### config.mk
export PLATFORM = sky130hd
export DESIGN_NAME = id_ex_reg
export DESIGN_NICKNAME = d
export VERILOG_FILES = /design/src/rtl/id_ex_reg.sv
export SDC_FILE = /design/constraint.sdc
export NUM_CORES = 1
export LEC_CHECK = 0
export CORE_UTILIZATION = 40
export CTS_CLUSTER_DIAMETER = 40
export DETAILED_ROUTE_END_ITERATION = 6
export GPL_TIMING_DRIVEN = 0
export PLACE_DENSITY = 0.8
export SLEW_MARGIN = 5
export SYNTH_ARGS = -nofsm -noshare
export SYNTH_HDL_FRONTEND = slang
export SYNTH_SLANG_ARGS = --single-unit
### constraint.sdc
create_clock -name iClk -period 12.1 [get_ports iClk]
set_input_delay 2.42 -clock iClk [delete_from_list [all_inputs] [get_ports iClk]]
set_output_delay 2.42 -clock iClk [all_outputs]
set_load 0.01 [all_outputs]
### src/rtl/id_ex_reg.sv
// id_ex_reg: ID/EX pipeline register with flush/stall, load-use bubble insertion and a saturating bubble counter
module id_ex_reg (
  input  logic        iClk,
  input  logic        iRst,
  input  logic        iValid,
  input  logic        iStall,
  input  logic        iFlush,
  input  logic [12:0] iCtrl,
  input  logic [31:0] iPc,
  input  logic [31:0] iRs1Data,
  input  logic [31:0] iRs2Data,
  input  logic [31:0] iImm,
  input  logic [4:0]  iRs1,
  input  logic [4:0]  iRs2,
  input  logic [4:0]  iRd,
  input  logic [2:0]  iFunct3,
  input  logic        iFunct7b5,
  output logic        oValid,
  output logic [12:0] oCtrl,
  output logic [31:0] oPc,
  output logic [31:0] oRs1Data,
  output logic [31:0] oRs2Data,
  output logic [31:0] oImm,
  output logic [4:0]  oRs1,
  output logic [4:0]  oRs2,
  output logic [4:0]  oRd,
  output logic [2:0]  oFunct3,
  output logic        oFunct7b5,
  output logic        oHazard,
  output logic [15:0] oBubbleCnt
);
  logic        r_valid;
  logic [12:0] r_ctrl;
  logic [31:0] r_pc, r_rs1_data, r_rs2_data, r_imm;
  logic [4:0]  r_rs1, r_rs2, r_rd;
  logic [2:0]  r_funct3;
  logic        r_funct7b5;
  logic [15:0] r_cnt;
  logic        w_hazard, w_hold, w_bubble, w_load;
  // ctrl bit 10 is MemRd: a load in EX whose rd feeds the instruction in decode
  assign w_hazard = r_valid & r_ctrl[10] & (r_rd != 5'd0) & iValid & ((r_rd == iRs1) | (r_rd == iRs2));
  assign w_hold   = iStall & ~iFlush;
  assign w_bubble = iFlush | (~iStall & w_hazard);
  assign w_load   = iValid & ~w_bubble;
  always_ff @(posedge iClk or posedge iRst)
    if (iRst) begin
      r_valid    <= 1'b0;
      r_ctrl     <= '0;
      r_pc       <= '0;
      r_rs1_data <= '0;
      r_rs2_data <= '0;
      r_imm      <= '0;
      r_rs1      <= '0;
      r_rs2      <= '0;
      r_rd       <= '0;
      r_funct3   <= '0;
      r_funct7b5 <= 1'b0;
      r_cnt      <= '0;
    end else if (!w_hold) begin
      r_valid    <= w_load;
      r_ctrl     <= w_load ? iCtrl : '0;
      r_pc       <= iPc;
      r_rs1_data <= iRs1Data;
      r_rs2_data <= iRs2Data;
      r_imm      <= iImm;
      r_rs1      <= iRs1;
      r_rs2      <= iRs2;
      r_rd       <= iRd;
      r_funct3   <= iFunct3;
      r_funct7b5 <= iFunct7b5;
      if (w_bubble && r_cnt != 16'hFFFF) r_cnt <= r_cnt + 16'd1;
    end
  assign oValid     = r_valid;
  assign oCtrl      = r_ctrl;
  assign oPc        = r_pc;
  assign oRs1Data   = r_rs1_data;
  assign oRs2Data   = r_rs2_data;
  assign oImm       = r_imm;
  assign oRs1       = r_rs1;
  assign oRs2       = r_rs2;
  assign oRd        = r_rd;
  assign oFunct3    = r_funct3;
  assign oFunct7b5  = r_funct7b5;
  assign oHazard    = w_hazard;
  assign oBubbleCnt = r_cnt;
endmodule

# Word-level counts from Yosys, hierarchy flattened
# Cells that the tools add are included.
# word_totals
reg_bits	177
in_bits	165
output_inout_bits	178
word_cells	33
# classes
add_sub_neg	1
eq_ne	3
muxes	1
bitwise_logic	13
n_reduce_logical	3
# ops
op	count
$add A16 B1 Y16 const B	1
$ne A16 B16 Y1 const B	1
$mux W13	1
$eq A5 B5 Y1	2
$and A1 B1 Y1	7
$reduce_bool A5 Y1	1
$not A1 Y1	4
$or A1 B1 Y1	2
$reduce_and A2 Y1	1
$logic_and A1 B1 Y1	1

# Depth between registers and ports, before layout
# Gate-level depths: netlist of the first run.
# depth
ltp_word	9
mapped_depth	9
ltp_nobuf	7

# Worst setup path before layout of the first run
# No wires, ideal clock.
# synth_timing
kind	input to output
from	in iRs1[4]
to	out oHazard
arrival_time_ps	3109
required_time_ps	9680
setup_slack_ps	6571
path_stages	4
path_buffers	0
path_cell_list	xnor2_1 -> nand3_1 -> o22ai_1 -> and3_2
# synth_via
elab_chain_len	3
# synth_rtl
element	line	source
from (decl)	13	input logic [4:0] iRs1,
$eq A5 B5 Y1	41	assign w_hazard = r_valid & r_ctrl[10] & (r_rd != 5'd0) & iValid & ((r_rd == iRs1) | (r_rd == iRs2));
$or A1 B1 Y1	41	
$and A1 B1 Y1	41	
to (decl)	29	output logic oHazard,
# No other way between the ends.

# Final worst setup path of the first run
# layout_timing
from	in iRs2[0]
to	out oHazard
# layout_via
elab_chain_len	3
# layout_rtl
element	line	source
from (decl)	14	input logic [4:0] iRs2,
$eq A5 B5 Y1	41	
$or A1 B1 Y1	41	
$and A1 B1 Y1	41	
# No other way between the ends.

==> run_results.csv, run 1 <==
group,metric,value,unit
setup_path,cp.arrival,4.29,ns
floorplan,ios,343,
power,p_leak,0.00459,uW
setup_path,critical_path.top_delay_family,"buffers and inverters",
layout,fill_cells,1207,
timing,setup_ws,5.39,ns
route,antenna_left,0,
power,ir_worst_vdd,86.0,uV
timing,slew_violations,0,
global_route,grt_pass1_vias,5469,
layout,final_common_cell,"clkdlybuf4s50_1",
min_path,hold_class,"reg2reg",
setup_path,startpoint_type,"primary input",
synth,synth.distinct_cells,30,
synth,synthSimpleGateAreaFrac,3.97,%
route,avgRoutedWirePerCell,18.0,um
placed_design,placed_cell_area,10600,um2
timing,finalCriticalPeriod,6.71,ns
synth,syn_nets,613,
outcome,status,"complete, no violations",
synth,ys_top_cells_by_area,"dfrtp_1, mux2_2, xnor2_1",
setup_path,cp_num_buf_inv,2,
timing,worst_pin_slew,0.685,ns
timing,finalSetupTns,0,ns
global_route,antenna_found_initial,0,
floorplan,initial_core_util,41.1,%
synth,syn_inst,447,
synth,ys_seq_area_share,64.5,%
layout,layout-drive-gt1-share,24.2,%
clock_tree,cts.clk_slew.worst_paths,0.06,ns
clock_tree,clk_latency,0.42,ns
synth,synth_compound_area_share,2.06,%
synth,post-synth-top-area-cell,"dfrtp_1",
timing,hold_ws,0.501,ns
clock_tree,cts_tree,"yes",
global_route,grt_pass1_wl,29.0,mm
route,drc_errors,0,
placed_design,routabilityCongestion,0.828,
setup_path,crit_fanout,3,
floorplan,core.rowCount,47,
floorplan,die_area,17700,um2
global_route,overflow,0,
route,drt_iter0_markers,162,
setup_path,crit_path_frequent_cell,"clkdlybuf4s50_1",
global_route,grt_max_degree,104,
timing,slew_headroom,54.3,%
timing,rsz0062_at_grt,"no",
synth,synth_area,6870,um2
synth,avgSynthCellArea,15.4,um2
clock_tree,postCtsSetupRepairBufs,0,
route,vias,5023,
clock_tree,cts_resized,0,
clock_tree,cts_sinks,177,
timing,finalHoldViolCount,0,
run,drv_cap,0,
synth,synthMuxAreaShare,24.3,%
synth,synthAdderAreaFrac,0.182,%
placed_design,dp_slack,5.38,ns
setup_path,worstSetupEndpointType,"output port",
timing,clock_skew,0.00831,ns
synth,synth_xor_area_share,3.19,%
setup_path,worstPathCellList,"clkdlybuf4s50_1, xnor2_1, nand3_1, o22ai_1, and3_2, clkdlybuf4s50_1",
layout,layout_common_cells,"clkdlybuf4s50_1, dfrtp_1, mux2_2, xnor2_1, nor2_1",
synth,yosysWarnings,0,
layout,final_nets,974,
timing,setup_viol,0,
clock_tree,postCtsHoldBufs,0,
synth,yosys.area.top_type_share,64.5,%
setup_path,cp.required,9.68,ns
setup_path,worst-setup-path-type,"in2out",
layout,final_cell_area,11200,um2
route,routed_wirelength,18.7,mm
timing,fmax,149,MHz
setup_path,slowest_delay,0.57,ns
route,dr.pass1.iters,4,
timing,layout_worst_path_cycle_share,55.4,%
placed_design,io_buffer_count,341,
placed_design,dp.final_hpwl,14.3,mm
clock_tree,cts_root_buf,"clkbuf_16",
clock_tree,cts_htree_levels,4,
synth,synth_top_family_by_area,"multiplexers",
floorplan,die_h,133,um
clock_tree,cts-buffers-inserted,17,
layout,area_delta_synth_final,63.3,%
clock_tree,cts_buffer_depth,2,
power,p_per_area,141,nW/um2
floorplan,core,16700,um2
route,via_per_inst,4.83,
global_route,grt_use_total,21.7,%
synth,ys_ff_latch,177,
floorplan,fp.dieW,133,um
setup_path,cp_slowest_cell,"clkdlybuf4s50_1",
layout,num_antenna_cells,0,
==> metal layers <==
layer	vias up	global-route usage, %	part of all wire [%]	wire [um]
met5	-	0	0	0
met4	0	9.51	2.8	527
met3	38	8.08	8.4	1570
met2	222	38.7	52	9740
met1	2468	22.6	37	6900
li1	2295	-	-	-
==> per-stage QoR <==
stage / instances / power [uW] / utilization [%]
CTS: 1039 / 1590 / 67.2
detailed placement: 1009 / 1010 / 63.4
floorplan: 447 / 810 / -
finish: 1039 / 1580 / 67.2
global placement: 1008 / 997 / 63.2
global route: 1039 / 1640 / 67.2
==> where the power goes <==
group	leakage, uW	switching (uW)	internal, uW	total (uW)
Combinational	0.00217	113	194	307
Clock	0.000299	221	361	583
Sequential	0.00212	41.8	646	688
Total	0.00459	377	1200	1580
==> final cells by class <==
class / instances / area, um2 / area share, %
timing repair buffer: 342 / 3440 / 30.7
tap: 220 / 275 / 2.45
clock inverter: 8 / 153 / 1.36
buffer: 22 / 115 / 1.03
sequential: 177 / 4430 / 39.5
multi-input combinational: 245 / 2310 / 20.6
inverter: 3 / 18.8 / 0.167
clock buffer: 22 / 474 / 4.23
==> worst paths after layout <==
path                               start            end  slack (ns)  cells after the start
setup / recovery                 iRs2[0]        oHazard        5.39                      6
hold / removal                   oRs2[2]        oRs2[2]        0.50                      1
setup reg to reg           oBubbleCnt[0]  oBubbleCnt[7]        9.84                      9
hold reg to reg                  oRs2[2]        oRs2[2]        0.50                      1
max in group asynchronous           iRst       oCtrl[1]        8.78                      3
min in group asynchronous           iRst       oImm[28]        2.52                      2
==> flip-flops by register name, indices dropped and copies added (netlist names) <==
signal      cells
oRs2            5
oRs1            5
oImm           32
oRd             5
oFunct3         3
oBubbleCnt     16
oCtrl          13
oRs2Data       32
oRs1Data       32
oValid          1
oPc            32
oFunct7b5       1
==> Yosys cell counts (all sizes together) <==
master	count
a21oi	2
a22o	1
a22oi	13
and2	1
and3	2
and4	3
and4b	1
buf	17
clkbuf	4
clkdlybuf4s15	1
dfrtp	177
ha	1
inv	3
mux2	148
nand2	7
nand2b	1
nand3	8
nand4	9
nor2	18
nor2b	1
nor3	1
o22ai	1
o311a	1
or3	1
xnor2	24
xor2	1
==> cells by family after synthesis <==
family                   after synthesis
flip-flops                           177
multiplexers                         148
AND/OR/NAND/NOR                       53
XOR/XNOR                              25
buffers and inverters                 25
AO/OA/AOI/OAI                         18
adder cells (fa/ha/maj)                1
Note: power is estimated with default switching activity, not from simulation.
==> inputs of run 2 (changes only) <==
--- a/config.mk
+++ b/config.mk
@@ -5,11 +5,11 @@
 export SDC_FILE = /design/constraint.sdc
 export NUM_CORES = 1
 export LEC_CHECK = 0
-export CORE_UTILIZATION = 40
+export CORE_UTILIZATION = 36
 export CTS_CLUSTER_DIAMETER = 40
 export DETAILED_ROUTE_END_ITERATION = 6
 export GPL_TIMING_DRIVEN = 0
-export PLACE_DENSITY = 0.8
+export PLACE_DENSITY = 0.76
 export SLEW_MARGIN = 5
 export SYNTH_ARGS = -nofsm -noshare
 export SYNTH_HDL_FRONTEND = slang
==> constraint.sdc (replaced) <==
create_clock -name iClk -period 5.4 [get_ports iClk]
set_input_delay 1.08 -clock iClk [delete_from_list [all_inputs] [get_ports iClk]]
set_output_delay 1.08 -clock iClk [all_outputs]
set_load 0.01 [all_outputs]
==> run 2 against run 1 <==
  * Worst setup slack got worse by 4.0 ns
  * Hold slack got worse by 0.0041 ns
  * Critical path type unchanged
  * Highest routed layer unchanged
  * Global-route usage down 2.5 points
  * Largest power group unchanged
==> run_results.csv, run 2 (same netlist as run 1, synthesis figures left out) <==
group,metric,value,unit
timing,hold_ws,0.497,ns
layout,final_nets,978,
power,p_per_area,313,nW/um2
clock_tree,cts-buffers-inserted,17,
clock_tree,cts_tree,"yes",
timing,slew_violations,0,
layout,layout_common_cells,"clkdlybuf4s50_1, dfrtp_1, mux2_2, xnor2_1, nor2_1",
setup_path,cp.arrival,2.96,ns
clock_tree,cts_buffer_depth,2,
floorplan,core,18700,um2
global_route,antenna_found_initial,0,
layout,final_common_cell,"clkdlybuf4s50_1",
layout,fill_cells,1509,
timing,slew_headroom,55.3,%
clock_tree,postCtsHoldBufs,0,
global_route,grt_max_degree,38,
timing,finalSetupTns,0,ns
placed_design,io_buffer_count,341,
floorplan,core.rowCount,50,
timing,setup_viol,0,
timing,finalHoldViolCount,0,
route,wl_met1,7.33,mm
floorplan,die_area,19600,um2
route,routed_wirelength,18.3,mm
timing,fmax,247,MHz
route,wl_met2,9.43,mm
global_route,grt_use_total,19.2,%
timing,worst_pin_slew,0.670,ns
placed_design,dp.final_hpwl,14.1,mm
run,drv_cap,0,
route,top_layer,"met4",
global_route,grt_pass1_wl,28.5,mm
power,p_leak,0.00462,uW
floorplan,ios,343,
clock_tree,clk_latency,0.42,ns
global_route,overflow,0,
route,antenna_left,0,
outcome,status,"complete, no violations",
setup_path,crit_fanout,3,
clock_tree,cts_resized,0,
clock_tree,cts.clk_slew.worst_paths,0.07,ns
clock_tree,cts_sinks,177,
timing,clock_skew,0.0124,ns
clock_tree,cts_htree_levels,4,
layout,area_delta_synth_final,64.7,%
power,ir_worst_vdd,198,uV
setup_path,worst-setup-path-type,"in2out",
layout,num_antenna_cells,0,
floorplan,initial_core_util,36.7,%
layout,layout-drive-gt1-share,24.7,%
route,vias,4977,
timing,rsz0062_at_grt,"no",
min_path,hold_class,"reg2reg",
timing,layout_worst_path_cycle_share,74.8,%
global_route,grt_pass1_vias,5194,
route,route.met3.wl,1.23,mm
setup_path,startpoint_type,"primary input",
floorplan,fp.dieW,140,um
route,via_per_inst,4.70,
route,dr.pass1.iters,4,
clock_tree,cts_root_buf,"clkbuf_16",
route,drt_iter0_markers,99,
route,drc_errors,0,
setup_path,cp.required,4.32,ns
placed_design,routabilityCongestion,0.767,
route,avgRoutedWirePerCell,17.3,um
floorplan,die_h,140,um
setup_path,worstSetupEndpointType,"output port",
clock_tree,postCtsSetupRepairBufs,0,
timing,finalCriticalPeriod,4.04,ns
run 2: cell count changes in the layout (fill, tap and decap cells not counted), sizes merged:
| cell | change |
|---|---|
| clkinvlp | +1 |
| inv | +3 |
| clkbuf | -3 |
| clkinv | +1 |
| buf | +4 |
run 2: final timing paths:
check | cells past startpoint | from | endpoint | slack (ns)
setup / recovery | 6 | iRs2[2] | oHazard | 1.36
min in group asynchronous | 2 | iRst | oPc[8] | 1.05
setup reg to reg | 9 | oBubbleCnt[0] | oBubbleCnt[15] | 3.14
hold / removal | 1 | oBubbleCnt[5] | oBubbleCnt[5] | 0.50
max in group asynchronous | 5 | iRst | oCtrl[8] | 3.35
hold reg to reg | 1 | oBubbleCnt[5] | oBubbleCnt[5] | 0.50
run 2: area by class of cell:
class	count	area (um2)	area share [%]
buffer	22	115	1.02
tap	234	293	2.59
sequential	177	4430	39.2
timing repair buffer	346	3510	31.1
clock buffer	19	433	3.83
inverter	3	15.0	0.133
clock inverter	13	199	1.76
multi-input combinational	245	2310	20.4
run 2: per-layer routing:
layer  track usage [%]  vias to the layer above
met5                 0                        -
met4              7.23                        0
met3              5.81                       19
met2              32.9                      203
met1              22.5                     2442
li1                  -                     2313
run 2: metrics by stage:
step,total power (uW),worst slack [ns],area [um2],instances,utilization (%)
2_1_floorplan,1810,2.05,6870,447,-
3_3_place_gp,2240,0.503,10600,1022,56.5
3_5_place_dp,2260,1.31,10700,1027,57.1
4_1_cts,3590,1.31,11300,1059,60.5
5_1_grt,3700,1.24,11300,1059,60.5
6_report,3540,1.36,11300,1059,60.5
run 2: power by group:
| part | leakage, uW | total, uW | switching [uW] | internal (uW) |
|---|---|---|---|---|
| combinational | 0.00220 | 687 | 248 | 439 |
| sequential | 0.00212 | 1540 | 88.7 | 1450 |
| clock | 0.000301 | 1320 | 532 | 786 |
| total | 0.00462 | 3540 | 869 | 2670 |
run 2: critical path: stages:
cell and delay, ns:
clkdlybuf4s50_1 0.51, xnor2_1 0.15, nand3_1 0.13, o22ai_1 0.30, and3_2 0.24, clkdlybuf4s50_1 0.55
